[src/rtl/task_packetizer_pkg.sv]
// Shared types and constants for the task packetizer: FSM states, packet kinds,
// lead-word counts and the task binary length helper.
package task_packetizer_pkg;

  typedef enum logic [3:0] {
    ST_IDLE, ST_CAP, ST_HDR, ST_SIZE, ST_SRV, ST_LEAD, ST_BODY, ST_END, ST_DONE
  } pkt_fsm_t;

  typedef enum logic {DESCR, TASK} pkt_kind_t;

  localparam int unsigned DESCR_LEAD = 3;
  localparam int unsigned TASK_LEAD  = 4;
  localparam int unsigned HDR_FLITS  = 3;
  localparam int unsigned LEAD_IDX_W = 3;

  // Binary word count of a task image: (text + data) / 4, never zero.
  function automatic logic [31:0] task_bin_words(input logic [31:0] text_len,
                                                 input logic [31:0] data_len);
    logic [31:0] words;
    words = (text_len + data_len) >> 2;
    return (words == 32'd0) ? 32'd1 : words;
  endfunction

endpackage

[src/rtl/task_packetizer_lead_capture.sv]
// Four-entry store for the lead words of a packet; filled in arrival order,
// replayed in the same order after the header flits.
module lead_capture
  import task_packetizer_pkg::*;
#(
  parameter int unsigned W = 32
) (
  input  logic                  clk_i,
  input  logic                  rst_i,
  input  logic                  clr_i,
  input  logic                  wr_en_i,
  input  logic [W-1:0]          wr_data_i,
  input  logic                  rd_adv_i,
  input  logic [LEAD_IDX_W-1:0] lead_cnt_i,
  output logic                  full_o,
  output logic                  rd_last_o,
  output logic [W-1:0]          rd_data_o,
  output logic [W-1:0]          lead0_o,
  output logic [W-1:0]          lead1_o,
  output logic [W-1:0]          lead2_o
);

  logic [W-1:0]            mem_q [4];
  logic [LEAD_IDX_W-1:0]   wr_idx_q;
  logic [1:0]              rd_idx_q;
  logic                    wr_ok;

  assign wr_ok = wr_en_i && (wr_idx_q < lead_cnt_i);

  always_ff @(posedge clk_i) begin
    if (rst_i || clr_i) begin
      wr_idx_q <= '0;
      rd_idx_q <= '0;
    end else begin
      if (wr_ok)    wr_idx_q <= wr_idx_q + LEAD_IDX_W'(1);
      if (rd_adv_i) rd_idx_q <= rd_idx_q + 2'd1;
    end
  end

  always_ff @(posedge clk_i) begin
    if (wr_ok) mem_q[wr_idx_q[1:0]] <= wr_data_i;
  end

  // Full fires on the write that completes the lead set.
  assign full_o    = wr_en_i && (wr_idx_q == lead_cnt_i - LEAD_IDX_W'(1));
  assign rd_last_o = ({1'b0, rd_idx_q} == lead_cnt_i - LEAD_IDX_W'(1));
  assign rd_data_o = mem_q[rd_idx_q];
  assign lead0_o   = mem_q[0];
  assign lead1_o   = mem_q[1];
  assign lead2_o   = mem_q[2];

endmodule

[src/rtl/task_packetizer.sv]
// Frames the parser's descriptor/task word stream into NoC packets: three
// header flits, the captured lead words, then the body passed straight through.
module task_packetizer
  import task_packetizer_pkg::*;
#(
  parameter int unsigned FLIT_SIZE = 32,
  parameter logic [31:0] SRV_DESCR = 32'h40,
  parameter logic [31:0] SRV_TASK  = 32'h41
) (
  input  logic                 clk_i,
  input  logic                 rst_i,
  input  logic                 tx_i,
  output logic                 credit_o,
  input  logic [FLIT_SIZE-1:0] data_i,
  input  logic                 eoa_i,
  input  logic [15:0]          mapper_address_i,
  output logic                 tx_o,
  input  logic                 credit_i,
  output logic [FLIT_SIZE-1:0] data_o,
  output logic                 eoa_o
);

  pkt_fsm_t              state_q, state_d;
  pkt_kind_t             kind_q, kind_d;
  logic [31:0]           tasks_left_q, tasks_left_d;
  logic [31:0]           body_left_q, body_left_d;
  logic [15:0]           addr_q, addr_d;
  logic                  cap_wr, cap_clr, rd_adv, cap_full, rd_last;
  logic [LEAD_IDX_W-1:0] lead_cnt;
  logic [FLIT_SIZE-1:0]  rd_data, lead0, lead1, lead2;
  logic [31:0]           pkt_len, body_len;

  assign lead_cnt = (kind_q == TASK) ? LEAD_IDX_W'(TASK_LEAD) : LEAD_IDX_W'(DESCR_LEAD);

  lead_capture #(.W(FLIT_SIZE)) u_lead (
    .clk_i      (clk_i),
    .rst_i      (rst_i),
    .clr_i      (cap_clr),
    .wr_en_i    (cap_wr),
    .wr_data_i  (data_i),
    .rd_adv_i   (rd_adv),
    .lead_cnt_i (lead_cnt),
    .full_o     (cap_full),
    .rd_last_o  (rd_last),
    .rd_data_o  (rd_data),
    .lead0_o    (lead0),
    .lead1_o    (lead1),
    .lead2_o    (lead2)
  );

  // Payload length L from the captured lead words (32-bit modulo).
  always_comb begin
    if (kind_q == TASK) begin
      pkt_len = 32'(TASK_LEAD) + task_bin_words(lead0[31:0], lead1[31:0]);
    end else begin
      pkt_len = 32'(DESCR_LEAD) + (lead2[31:0] << 1) + lead0[31:0];
    end
    body_len = pkt_len - 32'(lead_cnt);
  end

  always_comb begin
    state_d      = state_q;
    kind_d       = kind_q;
    tasks_left_d = tasks_left_q;
    body_left_d  = body_left_q;
    addr_d       = addr_q;
    cap_wr       = 1'b0;
    cap_clr      = 1'b0;
    rd_adv       = 1'b0;
    case (state_q)
      ST_IDLE: begin
        if (tx_i) begin
          cap_wr  = 1'b1;
          state_d = ST_CAP;
        end else if (eoa_i && tasks_left_q == 32'd0) begin
          state_d = ST_DONE;
        end
      end
      ST_CAP: begin
        if (tx_i) begin
          cap_wr = 1'b1;
          if (cap_full) begin
            state_d = ST_HDR;
            addr_d  = mapper_address_i;
          end
        end
      end
      ST_HDR:  if (credit_i) state_d = ST_SIZE;
      ST_SIZE: if (credit_i) state_d = ST_SRV;
      ST_SRV: begin
        if (credit_i) begin
          state_d     = ST_LEAD;
          body_left_d = body_len;
        end
      end
      ST_LEAD: begin
        if (credit_i) begin
          rd_adv = 1'b1;
          if (rd_last) state_d = (body_left_q == 32'd0) ? ST_END : ST_BODY;
        end
      end
      ST_BODY: begin
        if (tx_i && credit_i) begin
          body_left_d = body_left_q - 32'd1;
          if (body_left_q == 32'd1) state_d = ST_END;
        end
      end
      ST_END: begin
        cap_clr = 1'b1;
        state_d = ST_IDLE;
        // A descriptor arms N task packets; the last task hands back to descriptors.
        if (kind_q == DESCR) begin
          tasks_left_d = lead2[31:0];
          if (lead2[31:0] != 32'd0) kind_d = TASK;
        end else begin
          tasks_left_d = tasks_left_q - 32'd1;
          if (tasks_left_q == 32'd1) kind_d = DESCR;
        end
      end
      ST_DONE: state_d = ST_DONE;
      default: state_d = ST_IDLE;
    endcase
  end

  always_ff @(posedge clk_i) begin
    if (rst_i) begin
      state_q      <= ST_IDLE;
      kind_q       <= DESCR;
      tasks_left_q <= '0;
      body_left_q  <= '0;
      addr_q       <= '0;
    end else begin
      state_q      <= state_d;
      kind_q       <= kind_d;
      tasks_left_q <= tasks_left_d;
      body_left_q  <= body_left_d;
      addr_q       <= addr_d;
    end
  end

  // Router-side outputs decode the state; the body is a straight pass-through.
  always_comb begin
    credit_o = 1'b0;
    tx_o     = 1'b0;
    data_o   = '0;
    case (state_q)
      ST_IDLE, ST_CAP: credit_o = 1'b1;
      ST_HDR: begin
        tx_o   = 1'b1;
        data_o = FLIT_SIZE'(addr_q);
      end
      ST_SIZE: begin
        tx_o   = 1'b1;
        data_o = FLIT_SIZE'(pkt_len + 32'd1);
      end
      ST_SRV: begin
        tx_o   = 1'b1;
        data_o = FLIT_SIZE'((kind_q == TASK) ? SRV_TASK : SRV_DESCR);
      end
      ST_LEAD: begin
        tx_o   = 1'b1;
        data_o = rd_data;
      end
      ST_BODY: begin
        credit_o = credit_i;
        tx_o     = tx_i;
        data_o   = data_i;
      end
      default: ;
    endcase
  end

  assign eoa_o = (state_q == ST_DONE);

endmodule

[config.mk]
export PLATFORM = sky130hd
export DESIGN_NAME = task_packetizer
export DESIGN_NICKNAME = d
export VERILOG_FILES = /design/src/rtl/task_packetizer_pkg.sv /design/src/rtl/task_packetizer_lead_capture.sv /design/src/rtl/task_packetizer.sv
export SDC_FILE = /design/constraint.sdc
export NUM_CORES = 1
export LEC_CHECK = 0
export ABC_AREA = 1
export CAP_MARGIN = 10
export CORE_MARGIN = 5
export CORE_UTILIZATION = 25
export CTS_CLUSTER_DIAMETER = 100
export DETAILED_ROUTE_END_ITERATION = 12
export RECOVER_POWER = 100
export SETUP_SLACK_MARGIN = 0.05
export SKIP_CTS_REPAIR_TIMING = 1
export SYNTH_ARGS = -nofsm -noshare
export SYNTH_HDL_FRONTEND = slang
export SYNTH_HIERARCHICAL = 1
export SYNTH_SLANG_ARGS = --single-unit
[constraint.sdc]
create_clock -name clk_i -period 6.3 [get_ports clk_i]
set_input_delay 1.26 -clock clk_i [delete_from_list [all_inputs] [get_ports clk_i]]
set_output_delay 1.26 -clock clk_i [all_outputs]
set_load 0.1 [all_outputs]
; ---- Word-level counts from Yosys, hierarchy flattened
; Memories as Yosys holds them, arrays and structs flattened. A register that Yosys moved wholly into a read port is not among the register bits.
; Cells that the tools add are included.
[word_totals]
elab_cells = 94
ff_bits = 90
mem_count = 1
mem_bits_rw = 128
[memory_table]
columns = name, depth, word_bits, read_ports, rd_ports_with_merged_regs, write_ports, line_no
row1 = u_lead.mem_q, 4, 32, 4, 1, 1, task_packetizer_lead_capture.sv:23  ; logic [W-1:0] mem_q [4];
[op_classes]
n_mux = 36
add_sub_neg = 11
magnitude_cmp = 1
reduce_logical = 16
n_eq_ne = 22
[op_table]
columns = op, n
row1 = 32-bit one-hot mux with 5 select lines, 1
row2 = 32-bit two-way mux, 4
row3 = 32-bit logical NOT, 3
row4 = 32-bit adder, 2
row5 = "32-bit by 1-bit equality test with 1-bit output, second input constant", 2
row6 = 32-bit one-hot mux with 2 select lines, 1
row7 = "32-bit by 1-bit subtractor with 32-bit output, second input constant", 2
row8 = 4-bit two-way mux, 11
row9 = "2-bit by 32-bit adder with 32-bit output, first input constant", 1
row10 = "32-bit by 1-bit adder with 32-bit output, second input constant", 1
row11 = 4-bit one-hot mux with 8 select lines, 1
row12 = 32-bit nonzero test, 1
row13 = 32-bit by 3-bit subtractor with 32-bit output, 1
row14 = "3-bit by 30-bit adder with 31-bit output, first input constant", 1
row15 = 30-bit two-way mux, 1
row16 = "2-bit inequality test, second input constant", 9
row17 = "4-bit by 3-bit equality test with 1-bit output, second input constant", 4
row18 = 1-bit two-way mux, 12
row19 = 10-bit AND reduction, 1
row20 = "4-bit by 2-bit equality test with 1-bit output, second input constant", 2
row21 = 3-bit AND reduction, 2
row22 = "4-bit by 1-bit equality test with 1-bit output, second input constant", 1
row23 = "4-bit equality test, second input constant", 1
row24 = 1-bit logical AND, 4
row25 = other kinds (15), 17

; ---- Longest topological paths before layout
[depth]
depth_word = 8
ltp_mapped = 31

; ---- By module
; Netlist, hierarchy kept.
[modules_own_cells]
columns = mod, instances, cells_per_inst, area_per_inst_um2
row1 = task_packetizer, 1, 2531, 13895.8
row2 = lead_capture, 1, 373, 5241.3

; ---- Least setup slack after synthesis
; No wires, ideal clock.
[synth_path]
kind = register to output
from = memory u_lead.mem_q[0][13]
to = output port data_o[10]
required_ns = 5.040
t_arrival_ns = 5.119
path_stages_with_launch = 24
path_slack_ns = -0.079
path_cell_list = edfxtp_1 ha_1 nand2_1 inv_1 nand2_1 nand2_1 a21oi_1 nand2_1 nand2_1 nand2_1 xor2_1 nand2_1 nor2_1 nand3_1 nand3_1 nand2_1 inv_1 ha_1 nand4_1 nor2_1 nand2_1 nor2_4 a21oi_1 o21ai_0
[synth_lines]
columns = item, line_no
row1 = start: declaration, task_packetizer_lead_capture.sv:23
row2 = end: declaration, task_packetizer.sv:19  ; output logic [FLIT_SIZE-1:0] data_o,

==> run_results.csv <==
group,metric,value,unit
outcome,outcome,"finished, violations left",
outcome,violations,"max-capacitance violations, max-slew violations",
floorplanning,start_util,25.2,%
drt,wire_per_inst,18.4,um
timing,post-route-min-period,6280,ps
synthesis,ys_warn_count,6,
place,dp_hpwl,57500,um
cts,clk_latency,570,ps
global_route,grt_pass1_wl,112000,um
worst_setup_path,path_class,"flop to primary output",
worst_setup_path,r2r-end,"body_left_q[29]",
synthesis,yosys-top-cells-area,"edfxtp_1, nand2_1, dfxtp_1",
power,intPower,4740,uW
synthesis,syn-cell-area,0.0191,sq mm
worst_setup_path,arrival,5020,ps
floorplanning,chipHeight,287,um
drt,drt_wl_total,75900,um
power,swShare,52.1,%
timing,slew_violations,69,
synthesis,synth_simple_gate_area_share,35.4,%
cts,clock-sinks,220,
drt,vias,20846,
cells_and_area,final_cells,4134,
timing,setup_violations,0,
worst_setup_path,slowest_stage,"edfxtp_1",
timing,skew,21.2,ps
cells_and_area,multiInputGateArea,0.0130,sq mm
synthesis,synth_area_per_cell,6.59,sq um
synthesis,ys_seq_area_share,29.7,%
worst_setup_path,reg2reg_slack,1580,ps
power,p_per_area,406,mW/mm^2
cts,clock_path_buffers,3,
cts,h-tree-depth,1,
worst_setup_path,worstPathMaxFanout,5,
synthesis,synth_top_family_by_area,"simple AND/OR/NAND/NOR gates",
drt,antenna_left,0,
timing,fin_crit_sh,99.7,%
cells_and_area,syn_to_final_growth,27.3,%
global_route,grt_usage,17.2,%
worst_setup_path,slowest_delay,460,ps
synthesis,synth.distinct_cells,67,
synthesis,syn_inst,2904,
worst_setup_path,startpoint_type,"flop",
timing,worst_slew_pin_slew,2070,ps
synthesis,synth_top_area_share,20.1,%
worst_setup_path,startpoint,"u_lead/mem_q[0][20]",
synthesis,synthMuxAreaShare,0,%
synthesis,synthXorXnorAreaFrac,2.15,%
synthesis,yosysTopAreaCell,"edfxtp_1",
timing,hold_viol_final,0,
place,port_buffers,87,
worst_setup_path,rr_startpoint,"u_lead/mem_q[0][1]",
timing,max_freq,0.159,GHz
worst_setup_path,cp_common_cell,"nand2_2",
power,p_clk_share,16.1,%
worst_hold_path,holdCritStartpoint,"tasks_left_q[5]",
worst_setup_path,cp.required,5040,ps
place,dp_cells,3980,
cts,cts_tree,"done",
place,gp_congestion,0.981,
worst_hold_path,min_to,"tasks_left_q[5]",
synthesis,post_synth_fa_ha_maj_area_fraction,7.14,%
global_route,grt-ovfl-total,0,
timing,grt_setup_unrepaired,"yes",
floorplanning,die-area,0.0822,sq mm
floorplanning,core,0.0759,sq mm
floorplanning,die_w,287,um
power,p_seq_share,19.3,%
global_route,grt_pass1_vias,18721,
flow_run,maxCapViolCount,2,
drt,via_per_inst,5.04,
cts,root_buffer,"clkbuf_16",
floorplanning,num_io_pins,88,
timing,fin_tns_setup,0,ps
worst_setup_path,r2r.worst_path.cells,25,
power,power_switching,5150,uW
power,irDropWorstVdd,0.233,mV
global_route,antenna_found_initial,2,
cts,cts_buffers,26,
cells_and_area,finalNetCount,3244,
floorplanning,placementRows,101,
global_route,grt_start_max_net_pins,66,
synthesis,synth_compound_area_share,15.9,%
drt,first_pass_iters,6,
cells_and_area,fill_cells,8219,
drt,first_iter_violations,2097,
cts,clkTransAtPathRegs,60,ps
synthesis,syn_nets,3065,
synthesis,ys_ff_latch,220,
worst_setup_path,endpoint_kind,"primary output",
power,cellLeakagePower,0.0106,uW
drt,drc,0,
worst_hold_path,hold_depth,2,
power,pwr-share-comb,64.6,%
cells_and_area,drive_gt1_share,19.4,%
worst_hold_path,min_path_type,"flop to flop",
cells_and_area,seq_area,0.00569,sq mm
timing,slew_headroom,-37.8,%
-- placed cells by master, fill, tap and decap left out, types with 17 or more instances in the layout --
| master | Yosys | layout |
|---|---|---|
| a21oi_1 | 177 | 164 |
| a31oi_1 | 19 | 19 |
| buf_12 | 0 | 19 |
| buf_4 | 3 | 149 |
| clkbuf_16 | 0 | 26 |
| clkdlybuf4s50_1 | 0 | 22 |
| dfxtp_1 | 92 | 90 |
| dlygate4sd3_1 | 0 | 32 |
| edfxtp_1 | 128 | 128 |
| ha_1 | 106 | 76 |
| ha_4 | 0 | 30 |
| inv_1 | 343 | 334 |
| inv_2 | 32 | 39 |
| nand2_1 | 743 | 641 |
| nand2_2 | 45 | 107 |
| nand2_4 | 4 | 44 |
| nand3_1 | 201 | 181 |
| nand3_2 | 11 | 25 |
| nand4_1 | 56 | 56 |
| nor2_1 | 353 | 316 |
| nor2_2 | 17 | 38 |
| nor2_4 | 20 | 36 |
| nor3_1 | 29 | 24 |
| o21ai_0 | 191 | 182 |
| o21ai_1 | 36 | 40 |
| o22ai_1 | 33 | 33 |
| xnor2_1 | 19 | 17 |
| xor2_1 | 28 | 27 |
-- registers in the layout, summed over array words and instances, names as in the netlist, named ones only --
signal and flops:
tasks_left_q 32, body_left_q 32, u_lead/rd_idx_q 2, addr_q 16, state_q 4, kind_q 1, u_lead/wr_idx_q 3, u_lead/mem_q 128
-- critical path: cells and delay by family, from the launching register on --
family / cells / cell delay (ps)
simple gates: 25 / 3220
fa+ha+maj: 2 / 480
flops: 1 / 460
buf+inv: 3 / 290
-- worst max-delay path by stage --
stage                       to  slack (ps)  depth (start not counted)
global route        data_o[24]        -250                         32
floorplan           data_o[20]         150                         26
global placement    data_o[26]         -80                         29
detailed placement  data_o[26]         -70                         29
finish              data_o[24]          20                         30
CTS                 data_o[26]        -690                         29
-- stage by stage --
stage / util (%) / total power, uW / instance area [sq um] / hold WS [ps] / setup slack [ps]
after floorplan: - / 5770 / 19100 / 425 / 148
after global routing: 32.1 / 10500 / 24400 / 478 / -255
after CTS: 29.3 / 9000 / 22200 / 462 / -690
after detailed placement: 28.1 / 7390 / 21400 / 450 / -73.9
final: 32.1 / 9890 / 24400 / 460 / 21.7
after global placement: 28.1 / 7370 / 21400 / 447 / -77.5
-- cell usage after synthesis (all sizes together) --
cell type and n:
fa 2, nor3 33, a31o 1, o32ai 2, clkinv 4, o31ai 4, nand2 792, o21bai 6
ha 106, o21a 2, o311ai 4, inv 377, edfxtp 128, o41ai 2, a211o 1, a221oi 6
xnor2 19, o221ai 5, or2 14, nand3b 6, dfxtp 92, nor4 14, clkbuf 47, a21boi 3
and2 8, nand3 212, buf 29, a22o 9, or3 2, a311oi 1, a21o 5, o21ai 228
a211oi 5, o2111ai 10, a21oi 182, and3 2, a31oi 19, o22ai 33, xor2 28, nor2 391
nand4 58, o211ai 12
-- area by class of cell --
| cell class | count | share of cell area, % |
|---|---|---|
| clock inverters | 9 | 0.667 |
| flip-flops and latches | 220 | 23.3 |
| diodes | 3 | 0.0308 |
| multi-input cells | 2227 | 53.3 |
| well taps | 1030 | 5.29 |
| repair buffers | 227 | 8.51 |
| inverters | 381 | 5.96 |
| clock buffers | 37 | 2.92 |
-- power groups by stage --
| stage | Sequential, uW | Combinational (uW) | Clock (uW) |
|---|---|---|---|
| detailed placement | 1920 | 5470 | 0 |
| finish | 1900 | 6390 | 1590 |
| CTS | 1890 | 5500 | 1610 |
| global placement | 1910 | 5460 | 0 |
| global route | 1920 | 6940 | 1670 |
| floorplan | 1850 | 3920 | 0 |
-- routing by layer --
metal | track usage, % | vias to the layer above | share of wire [%] | wire length, um
met4 | 4.74 | 0 | 3.4 | 2590
met3 | 4.31 | 156 | 10 | 7810
met2 | 25.5 | 963 | 42 | 31700
met5 | 0 | - | 0 | 0
met1 | 24.7 | 9683 | 45 | 33900
li1 | - | 10044 | - | -
-- cells by family after synthesis --
group / after synthesis
simple gates: 1532
compound gates: 540
buf+inv: 457
flops: 220
fa+ha+maj: 108
xor+xnor: 47
Note: power is estimated with default switching activity, not from simulation.
